$ cat src/rtl/mcs4_bus_arbiter.sv
// ============================================================================
//  mcs4_bus_arbiter
//  Phase-tracked owner selection and contention/violation monitor for the
//  shared 4-bit MCS-4 data bus.
//  Revision: 1.0
// ============================================================================
`default_nettype none

module mcs4_bus_arbiter #(
  parameter int CNT_W = 8
) (
  input  logic             sysclk,
  input  logic             poc_pad,
  input  logic             clk2_pad,
  input  logic             sync_pad,
  input  logic [3:0]       req_dir,
  input  logic [15:0]      req_data,
  input  logic             err_clear,
  output logic             bus_dir,
  output logic [3:0]       bus_data,
  output logic [3:0]       grant,
  output logic [2:0]       phase,
  output logic             locked,
  output logic             contention,
  output logic             violation,
  output logic             sync_err,
  output logic [CNT_W-1:0] cont_count
);

  typedef enum logic [2:0] {
    PH_A1 = 3'd0,
    PH_A2 = 3'd1,
    PH_A3 = 3'd2,
    PH_M1 = 3'd3,
    PH_M2 = 3'd4,
    PH_X1 = 3'd5,
    PH_X2 = 3'd6,
    PH_X3 = 3'd7
  } phase_e;

  localparam logic [CNT_W-1:0] CNT_MAX = {CNT_W{1'b1}};

  phase_e           phase_q, phase_d;
  logic             locked_q, locked_d;
  logic             clk2_q, clk2_d;
  logic [3:0]       grant_q, grant_d;
  logic             bus_dir_q, bus_dir_d;
  logic [3:0]       bus_data_q, bus_data_d;
  logic             contention_q, contention_d;
  logic             violation_q, violation_d;
  logic             sync_err_q, sync_err_d;
  logic [CNT_W-1:0] cont_count_q, cont_count_d;

  logic             adv;
  logic [3:0]       eligible;
  logic [3:0]       req_e;
  logic             multi;
  logic             ineligible;
  logic             sync_bad;

  always_comb begin
    adv = clk2_pad & ~clk2_q;

    eligible = 4'b0000;
    if (locked_q) begin
      case (phase_q)
        PH_M1, PH_M2: eligible = 4'b0110;
        PH_X2, PH_X3: eligible = 4'b1111;
        default:      eligible = 4'b0001;
      endcase
    end

    req_e      = req_dir & eligible;
    multi      = (req_e & (req_e - 4'd1)) != 4'd0;
    ineligible = (req_dir & ~eligible) != 4'd0;
    // SYNC must be seen exactly on the advance out of X3
    sync_bad   = adv & locked_q & (sync_pad != (phase_q == PH_X3));
  end

  always_comb begin
    clk2_d       = clk2_pad;
    phase_d      = phase_q;
    locked_d     = locked_q;
    grant_d      = 4'b0000;
    bus_data_d   = 4'h0;
    bus_dir_d    = req_e != 4'd0;
    contention_d = contention_q | multi;
    violation_d  = violation_q | ineligible;
    sync_err_d   = sync_err_q | sync_bad;
    cont_count_d = cont_count_q;

    if (req_e[0]) begin
      grant_d    = 4'b0001;
      bus_data_d = req_data[3:0];
    end else if (req_e[1]) begin
      grant_d    = 4'b0010;
      bus_data_d = req_data[7:4];
    end else if (req_e[2]) begin
      grant_d    = 4'b0100;
      bus_data_d = req_data[11:8];
    end else if (req_e[3]) begin
      grant_d    = 4'b1000;
      bus_data_d = req_data[15:12];
    end

    if (multi && cont_count_q != CNT_MAX) begin
      cont_count_d = cont_count_q + 1'b1;
    end

    if (err_clear) begin
      contention_d = 1'b0;
      violation_d  = 1'b0;
      sync_err_d   = 1'b0;
      cont_count_d = '0;
    end

    if (adv) begin
      if (sync_pad) begin
        phase_d  = PH_A1;
        locked_d = 1'b1;
      end else if (locked_q) begin
        phase_d  = phase_e'(phase_q + 3'd1);
      end
    end
  end

  always_ff @(posedge sysclk) begin
    if (poc_pad) begin
      phase_q      <= PH_X3;
      locked_q     <= 1'b0;
      clk2_q       <= 1'b0;
      grant_q      <= 4'b0000;
      bus_dir_q    <= 1'b0;
      bus_data_q   <= 4'h0;
      contention_q <= 1'b0;
      violation_q  <= 1'b0;
      sync_err_q   <= 1'b0;
      cont_count_q <= '0;
    end else begin
      phase_q      <= phase_d;
      locked_q     <= locked_d;
      clk2_q       <= clk2_d;
      grant_q      <= grant_d;
      bus_dir_q    <= bus_dir_d;
      bus_data_q   <= bus_data_d;
      contention_q <= contention_d;
      violation_q  <= violation_d;
      sync_err_q   <= sync_err_d;
      cont_count_q <= cont_count_d;
    end
  end

  assign phase      = phase_q;
  assign locked     = locked_q;
  assign grant      = grant_q;
  assign bus_dir    = bus_dir_q;
  assign bus_data   = bus_data_q;
  assign contention = contention_q;
  assign violation  = violation_q;
  assign sync_err   = sync_err_q;
  assign cont_count = cont_count_q;

endmodule

`default_nettype wire

$ cat config.mk
export PLATFORM = sky130hd
export DESIGN_NAME = mcs4_bus_arbiter
export DESIGN_NICKNAME = d
export VERILOG_FILES = /design/src/rtl/mcs4_bus_arbiter.sv
export SDC_FILE = /design/constraint.sdc
export NUM_CORES = 1
export LEC_CHECK = 0
export BUFFER_PORTS_ARGS = -buffer_cell sky130_fd_sc_hd__buf_2
export CORE_ASPECT_RATIO = 1.5
export CORE_UTILIZATION = 30
export DETAILED_ROUTE_END_ITERATION = 8
export PLACE_DENSITY_LB_ADDON = 0.15
export SYNTH_ARGS = -nofsm -noshare
export SYNTH_HDL_FRONTEND = slang
export SYNTH_SLANG_ARGS = --single-unit
export TNS_END_PERCENT = 50
$ cat constraint.sdc
create_clock -name sysclk -period 2.3 [get_ports sysclk]
set_input_delay 0.46 -clock sysclk [delete_from_list [all_inputs] [get_ports sysclk]]
set_output_delay 0.46 -clock sysclk [all_outputs]
set_load 0.1 [all_outputs]
## After elaboration in Yosys (flattened, before gate mapping)

Cells that the tools add are included.

| operators by class | value |
|---|---|
| reductions and logical operators | 13 |
| muxes and demuxes | 12 |
| eq/ne operators | 6 |
| $add $sub $neg | 3 |
| bitwise logic cells | 11 |

Operators by type and width:

| cell | number |
|---|---|
| two-way mux 4 bit | 6 |
| bitwise AND 4 bit | 3 |
| nonzero test 4 bit | 3 |
| equality test 3 bit, second input constant | 3 |
| two-way mux 3 bit | 3 |
| adder 8 x 1 -> 8 bit, second input constant | 1 |
| inequality test 8 bit, second input constant | 1 |
| case mux 4 bit (2 select lines) | 1 |
| OR reduction 2 bit | 4 |
| inverter 4 bit | 1 |
| AND reduction 2 bit | 2 |
| OR reduction 4 bit | 1 |
| subtractor 4 x 1 -> 4 bit, second input constant | 1 |
| adder 3 x 1 -> 3 bit, second input constant | 1 |
| bitwise AND 1 bit | 3 |
| equality test 3 x 2 -> 1 bit, second input constant | 1 |
| bitwise OR 1 bit | 3 |
| OR reduction 3 bit | 1 |
| two-way mux 2 bit | 1 |
| nonzero test 2 bit | 1 |
| logical AND 1 bit | 1 |
| two-way mux 1 bit | 1 |
| inequality test 1 bit | 1 |
| inverter 1 bit | 1 |

| storage, ports and cells | value |
|---|---|
| word-level logic and storage cells | 58 |
| input bits | 25 |
| output and inout bits | 24 |
| register bits after elaboration | 25 |

## Depth between registers and ports, before layout

Gate-level depths: netlist (run 1).

| depth | value |
|---|---|
| depth after elaboration | 9 |
| depth in mapped cells | 8 |
| mapped depth without buffers | 7 |

## Worst setup path before layout (run 1)

OpenSTA, ideal clock, no wires.

| timing path | value |
|---|---|
| kind | register to register |
| start point | register phase_q[0] (netlist: phase[0]) |
| end point | register cont_count_q[4] (netlist: cont_count[4]) |
| data required time | 2.230 ns |
| stages on the path, launching flop included | 9 |
| slack | -0.531 ns |
| arrival | 2.761 ns |
| period minus slack after synthesis | 2.831 ns |
| buffers on the path | 1 |
| cells stage by stage | dfxtp_1 -> ha_1 -> ha_1 -> a21o_1 -> o211ai_1 -> a311o_2 -> buf_6 -> or3_1 -> a21oi_1 |

| on the way | value |
|---|---|
| longest elaborated chain between the ends | 9 |
| elaborated cells between the ends (all ways) | 13 |

Ends and longest elaborated chain:

| what | RTL line | RTL |
|---|---|---|
| from (decl) | 43 | `phase_e phase_q, phase_d;` |
| from (signal assigned) | 140 | `phase_q <= phase_d;` |
| equality test 3 bit / equality test 3 x 2 -> 1 bit (equally long branches) | 66 | `case (phase_q)` |
| OR reduction 2 bit | 66 |  |
| case mux 4 bit (2 select lines) (*) | 66 |  |
| two-way mux 4 bit (*) | 65 | `if (locked_q) begin` |
| bitwise AND 4 bit (*) | 73 | `req_e = req_dir & eligible;` |
| subtractor 4 x 1 -> 4 bit | 74 | `multi = (req_e & (req_e - 4'd1)) != 4'd0;` |
| bitwise AND 4 bit (*) | 74 |  |
| nonzero test 4 bit (*) | 74 |  |
| logical AND 1 bit (*) | 106 | `if (multi && cont_count_q != CNT_MAX) begin` |
| to (signal assigned) | 149 | `cont_count_q <= cont_count_d;` |
| to (decl) | 52 | `logic [CNT_W-1:0] cont_count_q, cont_count_d;` |

Every way passes the cells marked *; elsewhere a longest branch is shown, timed or not.
A chain may end at the register's enable or synchronous reset.

## Worst setup path in the final report (run 1)

| timing path | value |
|---|---|
| start point | register phase_q[0] (netlist: phase[0]) |
| end point | register cont_count_q[0] (netlist: cont_count[0]) |

Same word-level chain as after synthesis.

==> metrics.md, run 1 <==
| Metric | Value |
|---|---|
| Setup crit start kind | register |
| Max_cap viols | 0 |
| DP Worst Slack | 0.0996 ns |
| Largest family of logic cells by synthesized area | simple AND/OR/NAND/NOR gates |
| Synth Area in Simple Gates | 26.3% |
| Pwr Total | 0.962 mW |
| Share of layout cells above drive strength 1 | 35.6% |
| Syn Area/Cell | 8.62 um^2 |
| Sw Share | 33.3% |
| Latest clock arrival within the worst-skew pair | 0.27 ns |
| CTS tree | built |
| Data required, critical path | 2.50 ns |
| TritonCTS Buffers | 3 |
| Register Area | 512 um^2 |
| Complex-gate fraction of the synthesized area | 22.2% |
| Core ar. | 4250 um^2 |
| Antenna viol nets, final | 0 |
| Setup_tns | 0 ns |
| Clock tree buffer depth | 2 |
| RSZ-0062 raised after global routing | no |
| Synthesized cell area | 1330 um^2 |
| N_diodes | 0 |
| Area occupied by multi-input gates | 751 um^2 |
| Yosys warns | 0 |
| Clk pwr share | 26.7% |
| Die width | 56.3 um |
| Clk_skew | 0.00196 ns |
| Worst-margin pin slew | 0.612 ns |
| # fillers | 429 |
| Area of placed instances | 1580 um^2 |
| Minimum clock period | 2.19 ns |
| Register area share after synthesis | 37.7% |
| Max Freq | 458 MHz |
| Post-Synthesis Cells | 154 |
| First-pass GRT wire length | 5440 um |
| P_sw | 0.320 mW |
| Leak Pwr | 0.711 nW |
| CP Max Fanout | 8 |
| CTS clk-pin slew, worst paths | 0.08 ns |
| Residual DRC | 0 |
| Drt first pass iters | 4 |
| Logic pwr share | 25.6% |
| Area Overhead vs Synth | 24.7% |
| Hpwl dp | 2550 um |
| Vias | 1,314 |
| Chip height | 83.5 um |
| Nets@finish | 232 |
| DR WL/cell | 13.1 um |
| Gr usage total | 14.3% |
| Met2 WL | 1760 um |
| Post-synth cell types | 42 |
| Setup violators final | 0 |
| Outcome | complete, no violations |
| DR WL met3 | 135 um |
| Final worst-path cycle share | 95.0% |
| XOR/XNOR Fraction of Synth Area | 0.660% |
| Largest net degree at the start of global routing | 16 |
| Synth Area in Adders | 3.77% |
| H-tree depth | 1 |
| Crit end category | register |
| Starting Density | 31.3% |
| Asr flop ratio synth | 0% |
| Total grt overflow | 0 |
| EDFF count, synth | 0 |
| Mapped Nets | 183 |
| Vias in the first global route | 1,242 |
| Post-DR vias/cell | 5.30 |
| Fin. Hold Viols | 0 |
| IR drop worst, VDD | 282 uV |
| Die area | 4700 um^2 |
| Mux cell area share after synthesis | 2.64% |
| Final Worst Setup Slack | 0.114 ns |
| WL met1 | 1320 um |
| WL final | 3260 um |
| Sequential Power Share | 47.7% |
| Clock Sinks | 25 |
| Pwr/cell area | 581 nW/um^2 |
| Top_reg_cell synth | dfxtp_1 |
| Crit path DAT | 2.39 ns |
| Clock root buffer master | clkbuf_8 |
| Slew Limit Fails | 0 |
| Normalized max-slew margin | 59.2% |
| Initial antenna violation count | 0 |
| Hold crit path type | input pin to register |
| I/O pin cnt | 49 |
| Hold-fix buffers, CTS | 0 |
| Port bufs | 48 |
| Synthesized flop and latch total | 25 |
| Routability cong. | 0.747 |
| Internal | 0.642 mW |
| Max layer used | met4 |
| Critical path class | register to register |
| Fin area | 1660 um^2 |
| Rows | 29 |
| Iter 0 DRT Violations | 37 |
| Hold slack | 0.418 ns |
==> metrics by stage <==
| step | util, % | cells |
|---|---|---|
| finish | 39.0 | 248 |
| global route | 39.0 | 248 |
| CTS | 38.3 | 246 |
| detailed placement | 37.3 | 242 |
| global placement | 37.3 | 242 |
| floorplan | - | 154 |
==> registers in the layout, indices dropped and copies added (netlist names), 3 cells and up <==
signal / count
cont_count: 8
bus_data: 4
grant: 4
phase: 3
==> layout by cell type, fill, tap and decap left out, drive strengths merged, types with 4 or more instances in the layout <==
cell type	count
a21oi	21
a221oi	4
buf	53
dfxtp	25
ha	4
nand2	14
nand4	4
nor2	7
nor2b	11
o21ai	12
or3	5
or4	4
==> worst max-delay path: stages (launching register included) <==
cell      delay, ns
dfxtp_4        0.39
ha_1           0.19
ha_4           0.16
a21o_1         0.15
o211ai_1       0.13
a311o_2        0.47
buf_4          0.17
or3_1          0.31
a21oi_1        0.15
==> timing repair <==
action / in CTS / in global routing
buffers inserted: 0 / 2
gates resized for setup: 0 / 2
endpoints found under the setup margin: 0 / 6
==> cell usage after synthesis (2+ instances only) <==
library cell | n | share of area [%]
a21oi_1 | 21 | 7.9
a221oi_1 | 4 | 2.6
and2_1 | 2 | 0.94
and3_1 | 3 | 1.4
and4_1 | 2 | 1.3
buf_6 | 3 | 2.5
clkbuf_1 | 3 | 0.85
dfxtp_1 | 25 | 38
ha_1 | 4 | 3.8
inv_1 | 3 | 0.85
mux2i_1 | 2 | 1.5
nand2_1 | 13 | 3.7
nand4_1 | 4 | 1.9
nor2_1 | 7 | 2.0
nor2b_1 | 11 | 5.2
nor3_1 | 2 | 0.75
o211ai_1 | 3 | 1.7
o21ai_0 | 12 | 4.5
or3_1 | 3 | 1.4
or3_2 | 2 | 1.1
or4_2 | 4 | 2.6
==> layer usage <==
| metal | track usage, % | vias up |
|---|---|---|
| li1 | - | 661 |
| met5 | 0 | - |
| met3 | 2.02 | 4 |
| met4 | 4.88 | 0 |
| met1 | 16.2 | 614 |
| met2 | 26.6 | 35 |
==> cell families (layout without fill, tap and decap cells) <==
family / Yosys count / after routing
buf+inv: 12 / 60
mux: 3 / 3
simple gates: 60 / 60
fa+ha+maj: 4 / 4
xor+xnor: 1 / 1
compound gates: 49 / 49
flops: 25 / 25
==> path summary, 6_finish.rpt <==
kind            start             to  slack [ns]  depth (start not counted)
max          phase[0]  cont_count[0]        0.11                          8
min          clk2_pad         clk2_q        0.42                          2
max reg2reg  phase[0]  cont_count[0]        0.11                          8
min reg2reg  sync_err       sync_err        0.49                          2
==> layout make-up <==
type | instances | share of cell area [%]
multi-input cells | 117 | 45.4
flip-flops and latches | 25 | 30.9
repair buffers | 53 | 16.8
well taps | 46 | 3.48
clock buffers | 3 | 2.49
inverters | 3 | 0.680
clock inverters | 1 | 0.302
==> power groups by stage <==
| stage | clock [mW] | combinational [mW] | sequential, mW |
|---|---|---|---|
| floorplan | 0 | 0.102 | 0.557 |
| global placement | 0 | 0.237 | 0.468 |
| detailed placement | 0 | 0.239 | 0.469 |
| CTS | 0.266 | 0.240 | 0.459 |
| global route | 0.288 | 0.265 | 0.462 |
| finish | 0.257 | 0.246 | 0.459 |
Power figures use the tool's default switching activity.
==> inputs of run 2 (changes only) <==
--- a/config.mk
+++ b/config.mk
@@ -8,6 +8,7 @@
 export BUFFER_PORTS_ARGS = -buffer_cell sky130_fd_sc_hd__buf_2
 export CORE_ASPECT_RATIO = 1.5
 export CORE_UTILIZATION = 30
+export CTS_BUF_LIST = sky130_fd_sc_hd__clkbuf_4
 export DETAILED_ROUTE_END_ITERATION = 8
 export PLACE_DENSITY_LB_ADDON = 0.15
 export SYNTH_ARGS = -nofsm -noshare
==> run 2 against run 1 <==
  * Final area is 1.1% lower
  * Critical endpoint unchanged
  * Sequential cell count stayed put
  * First-iteration DRC count is 8.1% lower
  * Hold slack worse by 0.051 ns
  * Setup slack worse by 0.0062 ns
  * Non-clock buffer count stayed put
  * Clock skew is 0.00080 ns higher
  * Sequential share of layout area is 0.35 points higher
  * Via count is 0.38% higher
==> metrics.md, run 2 (synthesized netlist as in run 1, its figures left out) <==
| Metric | Value |
|---|---|
| Outcome | complete, no violations (unchanged) |
| Data required, critical path | 2.56 ns (was 2.50 ns) |
| Critical path class | register to register (unchanged) |
| Slew Limit Fails | 0 (unchanged) |
| RSZ-0062 raised after global routing | no (unchanged) |
| Hold slack | 0.367 ns (was 0.418 ns) |
| Chip height | 83.5 um (unchanged) |
| Final worst-path cycle share | 95.3% (was 95.0%) |
| Clock tree buffer depth | 2 (unchanged) |
| Die width | 56.3 um (unchanged) |
| Hold crit path type | input pin to register (unchanged) |
| Port bufs | 48 (unchanged) |
| TritonCTS Buffers | 3 (unchanged) |
| CTS tree | built (unchanged) |
| Crit end category | register (unchanged) |
| Routability cong. | 0.747 (unchanged) |
| Max_cap viols | 0 (unchanged) |
| Hpwl dp | 2550 um (unchanged) |
| Total grt overflow | 0 (unchanged) |
| Drt first pass iters | 4 (unchanged) |
| CTS clk-pin slew, worst paths | 0.13 ns (was 0.08 ns) |
| Core ar. | 4250 um^2 (unchanged) |
| N_diodes | 0 (unchanged) |
| Die area | 4700 um^2 (unchanged) |
| WL final | 3270 um (was 3260 um) |
| Iter 0 DRT Violations | 34 (was 37) |
| Starting Density | 31.3% (unchanged) |
| Rows | 29 (unchanged) |
| Clock root buffer master | clkbuf_4 (was clkbuf_8) |
| Antenna viol nets, final | 0 (unchanged) |
| Commonest non-fill, non-tap cell in the layout | buf_2 (unchanged) |
| Max FFs per register | 8 (unchanged) |
| Clk_skew | 0.00276 ns (was 0.00196 ns) |
| Pwr/cell area | 549 nW/um^2 (was 581 nW/um^2) |
| Nets@finish | 232 (unchanged) |
| Setup crit start kind | register (unchanged) |
| H-tree depth | 1 (unchanged) |
| Hold-fix buffers, CTS | 0 (unchanged) |
| Fin. Hold Viols | 0 (unchanged) |
| DR WL/cell | 13.2 um (was 13.1 um) |
| Pwr Total | 0.899 mW (was 0.962 mW) |
| Vias in the first global route | 1,236 (was 1,242) |
| DP Worst Slack | 0.0996 ns (unchanged) |
| # fillers | 434 (was 429) |
| Hold Path Cell Cnt | 2 (unchanged) |
| Vias | 1,319 (was 1,314) |
| Latest clock arrival within the worst-skew pair | 0.31 ns (was 0.27 ns) |
| Max Freq | 456 MHz (was 458 MHz) |
| Post-DR vias/cell | 5.32 (was 5.30) |
| Worst-margin pin slew | 0.617 ns (was 0.612 ns) |
| I/O pin cnt | 49 (unchanged) |
| Reg2reg path depth | 8 (unchanged) |
| First-pass GRT wire length | 5450 um (was 5440 um) |
| Largest net degree at the start of global routing | 16 (unchanged) |
| Normalized max-slew margin | 58.9% (was 59.2%) |
| IR drop worst, VDD | 279 uV (was 282 uV) |
| Residual DRC | 0 (unchanged) |
| CP Max Fanout | 8 (unchanged) |
| Initial antenna violation count | 0 (unchanged) |
| Leak Pwr | 0.703 nW (was 0.711 nW) |
| Setup_tns | 0 ns (unchanged) |
| Final Worst Setup Slack | 0.108 ns (was 0.114 ns) |
| Crit path DAT | 2.45 ns (was 2.39 ns) |
| Share of layout cells above drive strength 1 | 35.6% (unchanged) |
| Setup violators final | 0 (unchanged) |
| Clock Sinks | 25 (unchanged) |
| Minimum clock period | 2.19 ns (about the same) |
| Area Overhead vs Synth | 23.3% (was 24.7%) |
| Gr usage total | 14.4% (was 14.3%) |
| Most frequent cells in the layout | buf_2 (48), dfxtp_1 (22), a21oi_1 (21) (unchanged) |
-- run 2: metal layers --
| metal | up-vias | global-route usage (%) | share of wire (%) |
|---|---|---|---|
| met4 | 0 | 5.54 | 1.1 |
| met2 | 36 | 26.4 | 53 |
| li1 | 663 | - | - |
| met5 | - | 0 | 0 |
| met3 | 4 | 1.55 | 4.2 |
| met1 | 616 | 16.6 | 41 |
-- run 2: worst max-delay path, stage by stage, from the launching register on --
cell	delay [ns]
dfxtp_4	0.41
ha_1	0.19
ha_4	0.16
a21o_1	0.15
o211ai_1	0.13
a311o_2	0.47
buf_4	0.17
or3_1	0.31
a21oi_1	0.15
-- run 2: final timing paths --
kind	startpoint	to	slack [ns]
max reg2reg	phase[0]	cont_count[0]	0.11
max	phase[0]	cont_count[0]	0.11
min	clk2_pad	clk2_q	0.37
min reg2reg	sync_err	sync_err	0.50
-- run 2: where the power goes --
part	leakage [nW]	switching, mW	internal (mW)
Combinational	0.482	0.171	0.0754
Sequential	0.203	0.0136	0.446
Clock	0.0177	0.128	0.0650
Total	0.703	0.313	0.587
-- run 2: layout make-up --
class                           count  area, um^2  area share (%)
Multi-Input combinational cell    117         751            45.9
Clock inverter                      1        5.00           0.306
Clock buffer                        3        22.5            1.38
Sequential cell                    25         512            31.3
Inverter                            3        11.3           0.688
Timing Repair Buffer               53         278            17.0
Tap cell                           46        57.6            3.52
-- run 2: repair_timing --
item	4_1_cts	5_1_grt
gates resized for setup	0	2
endpoints found under the setup margin	0	6
buffers inserted	0	2
-- run 2: through the flow --
| stage | cells | cell area [um^2] | utilization, % |
|---|---|---|---|
| after detailed placement | 242 | 1580 | 37.3 |
| final | 248 | 1640 | 38.6 |
| after floorplan | 154 | 1340 | - |
| after global routing | 248 | 1640 | 38.6 |
| after global placement | 242 | 1580 | 37.3 |
| after CTS | 246 | 1610 | 37.9 |
